## src/rtl/ps2_rx_fifo_if.sv

```systemverilog
// Consumer-side bus of the PS/2 receive FIFO. The consumer is the master; the
// FIFO is the slave.
interface ps2_rx_fifo_if #(
  parameter int FIFO_DEPTH = 8
);
  localparam int LVL_W = $clog2(FIFO_DEPTH) + 1;

  logic             rd_en;
  logic             err_clr;
  logic [7:0]       data;
  logic             ready;
  logic [LVL_W-1:0] level;
  logic             overflow;
  logic             frame_err;

  modport master (
    output rd_en, err_clr,
    input  data, ready, level, overflow, frame_err
  );

  modport slave (
    input  rd_en, err_clr,
    output data, ready, level, overflow, frame_err
  );
endinterface

```

## src/rtl/ps2_rx_fifo.sv

```systemverilog
// PS/2 device-to-host frame receiver feeding a first-word-fall-through
// scan-code FIFO, with sticky overflow and framing-error flags.
module ps2_rx_fifo #(
  parameter int FIFO_DEPTH     = 8,
  parameter int TIMEOUT_CYCLES = 100000
) (
  input  logic          clk,
  input  logic          reset,
  input  logic          ps2_clk,
  input  logic          ps2_data,
  ps2_rx_fifo_if.slave  bus
);
  localparam int PTR_W = $clog2(FIFO_DEPTH);
  localparam int LVL_W = PTR_W + 1;
  localparam int TMR_W = $clog2(TIMEOUT_CYCLES + 1);

  typedef enum logic {IDLE = 1'b0, RX = 1'b1} state_t;

  function automatic logic odd_parity_ok(input logic [8:0] bits);
    return ^bits;
  endfunction

  logic             clk_s1_q, clk_s2_q, clk_s3_q, data_s1_q, data_s2_q;
  state_t           state_q, state_d;
  logic [3:0]       cnt_q, cnt_d;
  logic [10:0]      shift_q, shift_d;
  logic [TMR_W-1:0] timer_q, timer_d;
  logic [7:0]       mem_q [FIFO_DEPTH];
  logic [PTR_W-1:0] wr_ptr_q, rd_ptr_q;
  logic [LVL_W-1:0] level_q, level_d;
  logic             overflow_q, frame_err_q;

  logic             fe_s, bit_s, stop_s, frame_ok_s, timeout_s;
  logic             push_s, ferr_set_s, pop_s, full_s, write_s, ovf_set_s;
  logic [10:0]      frame_s;

  // Idle level of the PS/2 lines is 1, so the synchronisers reset high.
  always_ff @(posedge clk) begin
    if (reset) begin
      clk_s1_q  <= 1'b1;
      clk_s2_q  <= 1'b1;
      clk_s3_q  <= 1'b1;
      data_s1_q <= 1'b1;
      data_s2_q <= 1'b1;
    end else begin
      clk_s1_q  <= ps2_clk;
      clk_s2_q  <= clk_s1_q;
      clk_s3_q  <= clk_s2_q;
      data_s1_q <= ps2_data;
      data_s2_q <= data_s1_q;
    end
  end

  assign fe_s       = clk_s3_q & ~clk_s2_q;
  assign bit_s      = data_s2_q;
  assign frame_s    = {bit_s, shift_q[10:1]};
  assign stop_s     = fe_s && (state_q == RX) && (cnt_q == 4'd10);
  assign frame_ok_s = !frame_s[0] && frame_s[10] && odd_parity_ok(frame_s[9:1]);
  assign timeout_s  = (state_q == RX) && !fe_s && (timer_q == TMR_W'(TIMEOUT_CYCLES - 1));

  always_ff @(posedge clk) begin
    if (reset) begin
      state_q <= IDLE;
      cnt_q   <= 4'd0;
      shift_q <= 11'd0;
      timer_q <= '0;
    end else begin
      state_q <= state_d;
      cnt_q   <= cnt_d;
      shift_q <= shift_d;
      timer_q <= timer_d;
    end
  end

  always_comb begin
    state_d = state_q;
    cnt_d   = cnt_q;
    shift_d = shift_q;
    timer_d = timer_q;
    case (state_q)
      IDLE: begin
        timer_d = '0;
        if (fe_s && !bit_s) begin
          state_d = RX;
          cnt_d   = 4'd1;
          shift_d = {bit_s, shift_q[10:1]};
        end else begin
          cnt_d = 4'd0;
        end
      end
      RX: begin
        if (fe_s) begin
          timer_d = '0;
          shift_d = {bit_s, shift_q[10:1]};
          if (cnt_q == 4'd10) begin
            state_d = IDLE;
            cnt_d   = 4'd0;
          end else begin
            cnt_d = cnt_q + 4'd1;
          end
        end else if (timeout_s) begin
          state_d = IDLE;
          cnt_d   = 4'd0;
          timer_d = '0;
        end else begin
          timer_d = timer_q + TMR_W'(1);
        end
      end
      default: begin
        state_d = IDLE;
        cnt_d   = 4'd0;
        timer_d = '0;
      end
    endcase
  end

  always_comb begin
    push_s     = 1'b0;
    ferr_set_s = 1'b0;
    case (state_q)
      IDLE: ferr_set_s = fe_s && bit_s;
      RX: begin
        push_s     = stop_s && frame_ok_s;
        ferr_set_s = (stop_s && !frame_ok_s) || timeout_s;
      end
      default: begin
        push_s     = 1'b0;
        ferr_set_s = 1'b0;
      end
    endcase
  end

  // A full FIFO still accepts a push when a pop frees the head slot in the same cycle.
  assign pop_s     = bus.rd_en && (level_q != '0);
  assign full_s    = (level_q == LVL_W'(FIFO_DEPTH));
  assign write_s   = push_s && (!full_s || pop_s);
  assign ovf_set_s = push_s && full_s && !pop_s;

  always_comb begin
    if (write_s && !pop_s) begin
      level_d = level_q + LVL_W'(1);
    end else if (pop_s && !write_s) begin
      level_d = level_q - LVL_W'(1);
    end else begin
      level_d = level_q;
    end
  end

  always_ff @(posedge clk) begin
    if (write_s) begin
      mem_q[wr_ptr_q] <= frame_s[8:1];
    end
  end

  always_ff @(posedge clk) begin
    if (reset) begin
      wr_ptr_q    <= '0;
      rd_ptr_q    <= '0;
      level_q     <= '0;
      overflow_q  <= 1'b0;
      frame_err_q <= 1'b0;
    end else begin
      if (write_s) wr_ptr_q <= wr_ptr_q + PTR_W'(1);
      if (pop_s)   rd_ptr_q <= rd_ptr_q + PTR_W'(1);
      level_q     <= level_d;
      overflow_q  <= ovf_set_s  | (overflow_q  & ~bus.err_clr);
      frame_err_q <= ferr_set_s | (frame_err_q & ~bus.err_clr);
    end
  end

  assign bus.data      = (level_q != '0) ? mem_q[rd_ptr_q] : 8'h00;
  assign bus.ready     = (level_q != '0);
  assign bus.level     = level_q;
  assign bus.overflow  = overflow_q;
  assign bus.frame_err = frame_err_q;
endmodule

```

## src/flat_wrapper.sv

```systemverilog
// flat-port wrapper written by rule: the top's interface ports become plain ports
module ps2_rx_fifo_flat 
#(
  parameter int FIFO_DEPTH     = 8,
  parameter int TIMEOUT_CYCLES = 100000
)
  (clk, reset, ps2_clk, ps2_data, bus_rd_en, bus_err_clr, bus_data, bus_ready, bus_level, bus_overflow, bus_frame_err);
  ps2_rx_fifo_if #(.FIFO_DEPTH(FIFO_DEPTH)) bus_i ();
  input  logic clk;
  input  logic reset;
  input  logic ps2_clk;
  input  logic ps2_data;
  input wire logic [$bits(bus_i.rd_en)-1:0] bus_rd_en;
  input wire logic [$bits(bus_i.err_clr)-1:0] bus_err_clr;
  output wire logic [$bits(bus_i.data)-1:0] bus_data;
  output wire logic [$bits(bus_i.ready)-1:0] bus_ready;
  output wire logic [$bits(bus_i.level)-1:0] bus_level;
  output wire logic [$bits(bus_i.overflow)-1:0] bus_overflow;
  output wire logic [$bits(bus_i.frame_err)-1:0] bus_frame_err;
  assign bus_i.rd_en = bus_rd_en;
  assign bus_i.err_clr = bus_err_clr;
  assign bus_data = bus_i.data;
  assign bus_ready = bus_i.ready;
  assign bus_level = bus_i.level;
  assign bus_overflow = bus_i.overflow;
  assign bus_frame_err = bus_i.frame_err;
  ps2_rx_fifo #(.FIFO_DEPTH(FIFO_DEPTH), .TIMEOUT_CYCLES(TIMEOUT_CYCLES)) u_core (.clk(clk), .reset(reset), .ps2_clk(ps2_clk), .ps2_data(ps2_data), .bus(bus_i));
endmodule
```

## config.mk

```make
export PLATFORM = sky130hd
export DESIGN_NAME = ps2_rx_fifo_flat
export DESIGN_NICKNAME = d
export VERILOG_FILES = /design/src/rtl/ps2_rx_fifo_if.sv /design/src/rtl/ps2_rx_fifo.sv /design/src/flat_wrapper.sv
export SDC_FILE = /design/constraint.sdc
export NUM_CORES = 1
export LEC_CHECK = 0
export BUFFER_PORTS_ARGS = -buffer_cell sky130_fd_sc_hd__buf_4
export CORE_ASPECT_RATIO = 1.5
export CORE_UTILIZATION = 50
export DETAILED_ROUTE_END_ITERATION = 12
export PLACE_DENSITY_LB_ADDON = 0.05
export SETUP_SLACK_MARGIN = 0.05
export SYNTH_ARGS = -nofsm -noshare
export SYNTH_HDL_FRONTEND = slang
export SYNTH_SLANG_ARGS = --single-unit
```

## constraint.sdc

```tcl
create_clock -name clk -period 4.2 [get_ports clk]
set_input_delay 0.84 -clock clk [delete_from_list [all_inputs] [get_ports clk]]
set_output_delay 0.84 -clock clk [all_outputs]
set_load 0.02 [all_outputs]
```

# Word level (Yosys, flattened, before mapping)
# Memories as Yosys holds them, arrays and structs flattened. A register that Yosys moved wholly into a read port is not among the register bits.
# Cells that the tools add are included.
dict set report word_totals {
  input_bits 6
  register_bits 50
  ram_bits 64
  n_memories 1
  elab_cells 89
  output_inout_bits 15
}
dict set report classes {
  reduce_logical 29
  n_addsub 6
  n_bitwise 8
  n_eq_ne 6
  muxes 25
}
# name depth width rd rd_ports_with_merged_regs wr line
set memory_table {}
lappend memory_table {u_core.mem_q 8 8 1 1 1 ps2_rx_fifo.sv:28} ;# logic [7:0] mem_q [FIFO_DEPTH];
# operator count
set op_table {}
lappend op_table {{17-bit two-way mux} 2}
lappend op_table {{17-bit one-hot mux with 2 select lines} 1}
lappend op_table {{11-bit two-way mux} 2}
lappend op_table {{11-bit one-hot mux with 2 select lines} 1}
lappend op_table {{4-bit two-way mux} 5}
lappend op_table {{17-bit by 1-bit adder with 17-bit output, second input constant} 1}
lappend op_table {{17-bit equality test, second input constant} 1}
lappend op_table {{1-bit logical AND} 16}
lappend op_table {{9-bit XOR reduction} 1}
lappend op_table {{4-bit by 1-bit adder with 4-bit output, second input constant} 2}
lappend op_table {{4-bit equality test, second input constant} 2}
lappend op_table {{1-bit two-way mux} 8}
lappend op_table {{8-bit two-way mux} 1}
lappend op_table {{4-bit one-hot mux with 2 select lines} 1}
lappend op_table {{1-bit zero test} 7}
lappend op_table {{3-bit by 1-bit adder with 3-bit output, second input constant} 2}
lappend op_table {{3-bit two-way mux} 2}
lappend op_table {{1-bit one-hot mux with 2 select lines} 2}
lappend op_table {{4-bit nonzero test} 1}
lappend op_table {{4-bit by 1-bit subtractor with 4-bit output, second input constant} 1}
lappend op_table {{1-bit AND} 3}
lappend op_table {{3-bit != test, second input constant} 1}
lappend op_table {{1-bit NOT} 3}
lappend op_table {{1-bit logical OR} 2}
lappend op_table {{other kinds (5)} 6}

# Logic depth before layout (Yosys ltp)
dict set report logic_depth {
  depth_word 11
  mapped_depth 15
}

# Worst setup path before layout
# OpenSTA, ideal clock, no wires.
dict set report synth_path {
  path_kind {flip-flop to flip-flop}
  from {reg u_core.shift_q[6]}
  to {reg u_core.level_q[3], in the netlist u_core.bus.level[3]}
  arrival_time_ns 2.850
  synth_period_minus_slack_ns 2.920
  slack_ns 1.280
  path_stages_with_launch 14
  cell_sequence {dfxtp_1 > xor2_1 > xnor3_2 > xnor2_2 > nand3_1 > inv_1 > ha_1 > inv_1 > ha_1 > a21o_1 > a21oi_1 > xnor2_1 > or3_1 > a21oi_1}
}
dict set report synth_via {
  elab_chain_cells 8
  word_cells_on_any_way 10
}
# item line
set synth_lines {}
lappend synth_lines {{start: declaration} ps2_rx_fifo.sv:26} ;# logic [10:0] shift_q, shift_d;
lappend synth_lines {{start signal: assignment} ps2_rx_fifo.sv:70} ;# shift_q <= shift_d;
lappend synth_lines {{9-bit XOR reduction (*)} ps2_rx_fifo.sv:20} ;# return ^bits;
lappend synth_lines {{1-bit logical AND (*)} ps2_rx_fifo.sv:58} ;# assign frame_ok_s = !frame_s[0] && frame_s[10] && odd_parity_ok(frame_s[9:1]);
lappend synth_lines {{1-bit logical AND (*)} ps2_rx_fifo.sv:123} ;# push_s = stop_s && frame_ok_s;
lappend synth_lines {{1-bit two-way mux (*)} ps2_rx_fifo.sv:120} ;# case (state_q)
lappend synth_lines {{1-bit logical AND (*)} ps2_rx_fifo.sv:136} ;# assign write_s = push_s && (!full_s || pop_s);
lappend synth_lines {{named net u_core.write_s} ps2_rx_fifo.sv:34} ;# logic push_s, ferr_set_s, pop_s, full_s, write_s, ovf_set_s;
lappend synth_lines {{1-bit zero test} ps2_rx_fifo.sv:142} ;# end else if (pop_s && !write_s) begin
lappend synth_lines {{1-bit logical AND} ps2_rx_fifo.sv:142}
lappend synth_lines {{2-bit nonzero test (no line)} -}
lappend synth_lines {{end signal: assignment} ps2_rx_fifo.sv:165} ;# level_q <= level_d;
lappend synth_lines {{end: declaration} ps2_rx_fifo.sv:30} ;# logic [LVL_W-1:0] level_q, level_d;
# The timed path passes the listed nets; every way through them passes the cells marked *.
# A chain may end at the register's enable or synchronous reset.

# Worst setup path after layout
# Ends and elaborated chain as after synthesis.

==> parameters.txt <==
Parameter                              Value

Run status
  Outcome ... complete, no violations

Die
  Std-Cell Core Area ... roughly 9000 um2
  Starting utilization of the core area ... 0.514
  Die Footprint ... ~9900 um2
  I/O Pins ... 21
  Std cell rows ... 43
  Width of the die ... about 82 um
  Chip Height ... 121 um

CTS
  Reg clk slew, reported paths ... approximately 0.050 ns
  CTS-repair resized insts ... 0
  CTS Hold Buffers Added ... 0
  Insertion delay to the later sink of the worst-skew pair ... between 0.4 and 0.5 ns
  CTS tree ... built
  Clock buffers created by TritonCTS ... 17
  Clock Sinks ... around 120
  CTS root buffer ... sky130_fd_sc_hd__clkbuf_16
  Clock Path Buffers ... 2
  CTS H-tree depth ... 4
  Post CTS Setup Buffer Count ... 0

Critical path
  Terminus of the critical flop-to-flop path ... u_core.bus.level[3]
  Launching instance or port of the critical path ... u_core.shift_q[6]
  R2R cell count ... 13
  Required time worst endpoint ... 4.53 ns
  Kind of end point of the critical path ... flip-flop
  Data arrival at the endpoint of the critical path ... ~3.7 ns
  R2R Path Start ... u_core.shift_q[6]
  Startpoint types ... flip-flop
  Register-to-Register Setup Slack ... around 0.82 ns
  Maximum net fanout on the critical path ... 11
  Kind of critical path ... reg2reg

Pwr
  Power per cell area ... between 500 and 600 nW/um2
  Static leakage power ... 1.94 nW
  Post-layout total power ... 3.35 mW
  Worst voltage drop across the vdd grid ... ~0.00041 V

Drt
  Remaining design rule violation count ... 0
  Number of nets with antenna violations after routing ... 0
  Detail-routed net length per standard cell ... approximately 17 um
  Via count ... roughly 2,800
  Detail-routed via count per cell ... around 5.5
  First-pass DRT Iterations ... 4
  Detailed Route Iter0 Violations ... between 100 and 150
  Routed Wire Length ... roughly 8.9 mm

Synth
  Average footprint of a synthesized cell ... roughly 13 um2
  Share of synthesized registers carrying an async set or reset ... 0
  Sequential area share after synthesis ... 0.623
  Top cells by area, synth ... sky130_fd_sc_hd__edfxtp_1 40%, sky130_fd_sc_hd__dfxtp_1 22%, sky130_fd_sc_hd__mux4_2 7.6%, sky130_fd_sc_hd__nor2_1 4.1%, sky130_fd_sc_hd__mux2i_1 4.0%
  Fraction of synthesized cell area taken by the top area cell type ... 0.404
  Count of warnings emitted by yosys ... 0
  Net count after synthesis ... roughly 370
  Cell type with the highest aggregate area in the netlist ... sky130_fd_sc_hd__edfxtp_1
  Cell count after synthesis ... roughly 360
  Most frequently used flop master after synthesis ... sky130_fd_sc_hd__edfxtp_1
  Count of state elements after synthesis ... 116
  EDFF count, synth ... 64
  Number of unique standard cell types used by synthesis ... 46
  Post-synthesis instance area ... 4760 um2

Timing
  Post-route setup slack ... 0.823 ns
  Final TNS setup ... 0 ns
  Count of endpoints failing setup in the final report ... 0
  Top achievable clock speed ... 296 MHz
  Slew Viols, Final ... 0
  RSZ-0062 raised after global routing ... no
  Final period demand of the worst path ... 3.38 ns
  Final cycle utilization of the critical path ... 0.804
  Worst slew slack as a fraction of its limit ... 0.199
  Transition at the pin with the smallest max-transition slack ... roughly 1.2 ns
  Worst Clk Skew ... 0.00707 ns
  Final count of hold timing violations ... 0

Hold path
  Number of cells on the worst hold path ... 1
  End point of the worst hold path ... u_core.clk_s2_q
  Type of the worst min-delay path ... reg2reg
  Launch instance of the worst min-delay path ... u_core.clk_s1_q

Layout
  Most frequent cells in the layout ... 64 x sky130_fd_sc_hd__edfxtp_1, 52 x sky130_fd_sc_hd__nor2_1, 52 x sky130_fd_sc_hd__dfxtp_1
  Nets ... ~400
  Layout Area Growth over Synthesis ... 18.0%
  Final antenna diode count ... 0
  Leading cell type in the layout, fill and taps excluded ... sky130_fd_sc_hd__edfxtp_1
  Fraction of layout cells with a size suffix above 1 ... 0.207

Placed design
  Pre-CTS worst setup slack ... 0.820 ns
  Port buffer count ... 20
  RePlAce Congestion ... between 0.7 and 0.8
  Total half-perimeter wirelength after legalization and detailed placement ... 5.96 mm

Global route
  Wire length of the first global-routing pass ... between 10 and 15 mm
  Vias in the first global route ... approximately 2,800
  GRT overflow ... 0
  Initial antenna violation count ... 0
  All-Layer GR Usage ... 0.205
  Pin count of the biggest net entering global routing ... 35

Run
  Number of max-capacitance violations reported ... 0
-- flip-flops by register name, indices dropped and copies added, names as in the netlist, 3 cells and up, named ones only --
signal	flops
u_core.bus.level	4
u_core.cnt_q	4
u_core.mem_q	64
u_core.rd_ptr_q	3
u_core.shift_q	10
u_core.timer_q	17
u_core.wr_ptr_q	3
-- kinds of logic (layout without fill, tap and decap cells) --
kind of cell               after synthesis  in the layout  synth area share
muxes                                   35             35             0.116
AOI/OAI and AO/OA                       27             27            0.0358
DFF                                    116            116             0.623
xor gates and xnor gates                26             26            0.0558
buffers and inverters                   21             64            0.0176
adders and majority gates                9              9            0.0253
and+or+nand+nor                        124            124             0.127
-- synth_stat cells (2+ instances only) --
cell type / count
sky130_fd_sc_hd__a31oi_1: 3
sky130_fd_sc_hd__xor2_1: 13
sky130_fd_sc_hd__or3_1: 3
sky130_fd_sc_hd__nand2b_1: 5
sky130_fd_sc_hd__clkbuf_1: 5
sky130_fd_sc_hd__nor3_1: 11
sky130_fd_sc_hd__or2_2: 6
sky130_fd_sc_hd__and4_1: 2
sky130_fd_sc_hd__nor2b_1: 2
sky130_fd_sc_hd__buf_2: 4
sky130_fd_sc_hd__nand4_1: 6
sky130_fd_sc_hd__mux2i_1: 19
sky130_fd_sc_hd__mux4_2: 16
sky130_fd_sc_hd__dfxtp_1: 52
sky130_fd_sc_hd__edfxtp_1: 64
sky130_fd_sc_hd__buf_1: 3
sky130_fd_sc_hd__and3_1: 3
sky130_fd_sc_hd__a21oi_1: 12
sky130_fd_sc_hd__nand2_1: 14
sky130_fd_sc_hd__xnor2_1: 10
sky130_fd_sc_hd__nand3_1: 12
sky130_fd_sc_hd__inv_1: 9
sky130_fd_sc_hd__nor2_1: 52
sky130_fd_sc_hd__o31ai_1: 3
sky130_fd_sc_hd__ha_1: 8
-- stage by stage --
stage / cells / util / hold slack (ns) / instance area [um2]
floorplan: 358 / - / 0.389 / 4760
global placement: 481 / 0.544 / 0.391 / 5040
detailed placement: 481 / 0.544 / 0.392 / 5040
CTS: 513 / 0.606 / 0.405 / 5610
global route: 513 / 0.606 / 0.423 / 5610
finish: 513 / 0.606 / 0.405 / 5610
-- report_power, final --
group	internal, mW	switching (mW)
Clock	0.859	0.499
Sequential	1.22	0.0856
Combinational	0.341	0.346
Total	2.42	0.930
-- critical path, cell delays in order, from the launching register on --
cell	delay, ns
sky130_fd_sc_hd__dfxtp_1	0.53
sky130_fd_sc_hd__xor2_1	0.22
sky130_fd_sc_hd__xnor3_2	0.49
sky130_fd_sc_hd__xnor2_2	0.25
sky130_fd_sc_hd__nand3_1	0.25
sky130_fd_sc_hd__inv_1	0.11
sky130_fd_sc_hd__ha_1	0.18
sky130_fd_sc_hd__inv_1	0.09
sky130_fd_sc_hd__ha_1	0.28
sky130_fd_sc_hd__a21o_1	0.18
sky130_fd_sc_hd__a21oi_1	0.18
sky130_fd_sc_hd__xnor2_1	0.10
sky130_fd_sc_hd__or3_1	0.31
sky130_fd_sc_hd__a21oi_1	0.15
-- per-layer routing --
| layer | wire, um | GRT usage | vias up | share of wire |
|---|---|---|---|---|
| met5 | 0 | 0 | - | 0 |
| met4 | 116 | 0.113 | 0 | 0.013 |
| met3 | 216 | 0.0541 | 6 | 0.024 |
| met2 | 4940 | 0.350 | 42 | 0.56 |
| met1 | 3580 | 0.226 | 1404 | 0.40 |
| li1 | - | - | 1373 | - |
-- cell type report --
cell class | instances | area [um2]
Sequential cell | 116 | 2960
Timing Repair Buffer | 23 | 173
Fill cell | 753 | 3640
Inverter | 9 | 33.8
Clock buffer | 21 | 470
Clock inverter | 11 | 103
Multi-Input combinational cell | 221 | 1730
Tap cell | 112 | 140
-- worst max-delay path by stage --
stage | to | slack [ns] | cells past startpoint
after global routing | u_core.bus.level[3] | 0.57 | 13
after detailed placement | u_core.bus.level[3] | 0.82 | 13
after CTS | bus_data[5] | 0.78 | 5
after floorplan | u_core.bus.level[3] | 1.28 | 13
after global placement | u_core.bus.level[3] | 0.95 | 13
final | u_core.bus.level[3] | 0.82 | 13
Note: power is estimated with default switching activity, not from simulation.
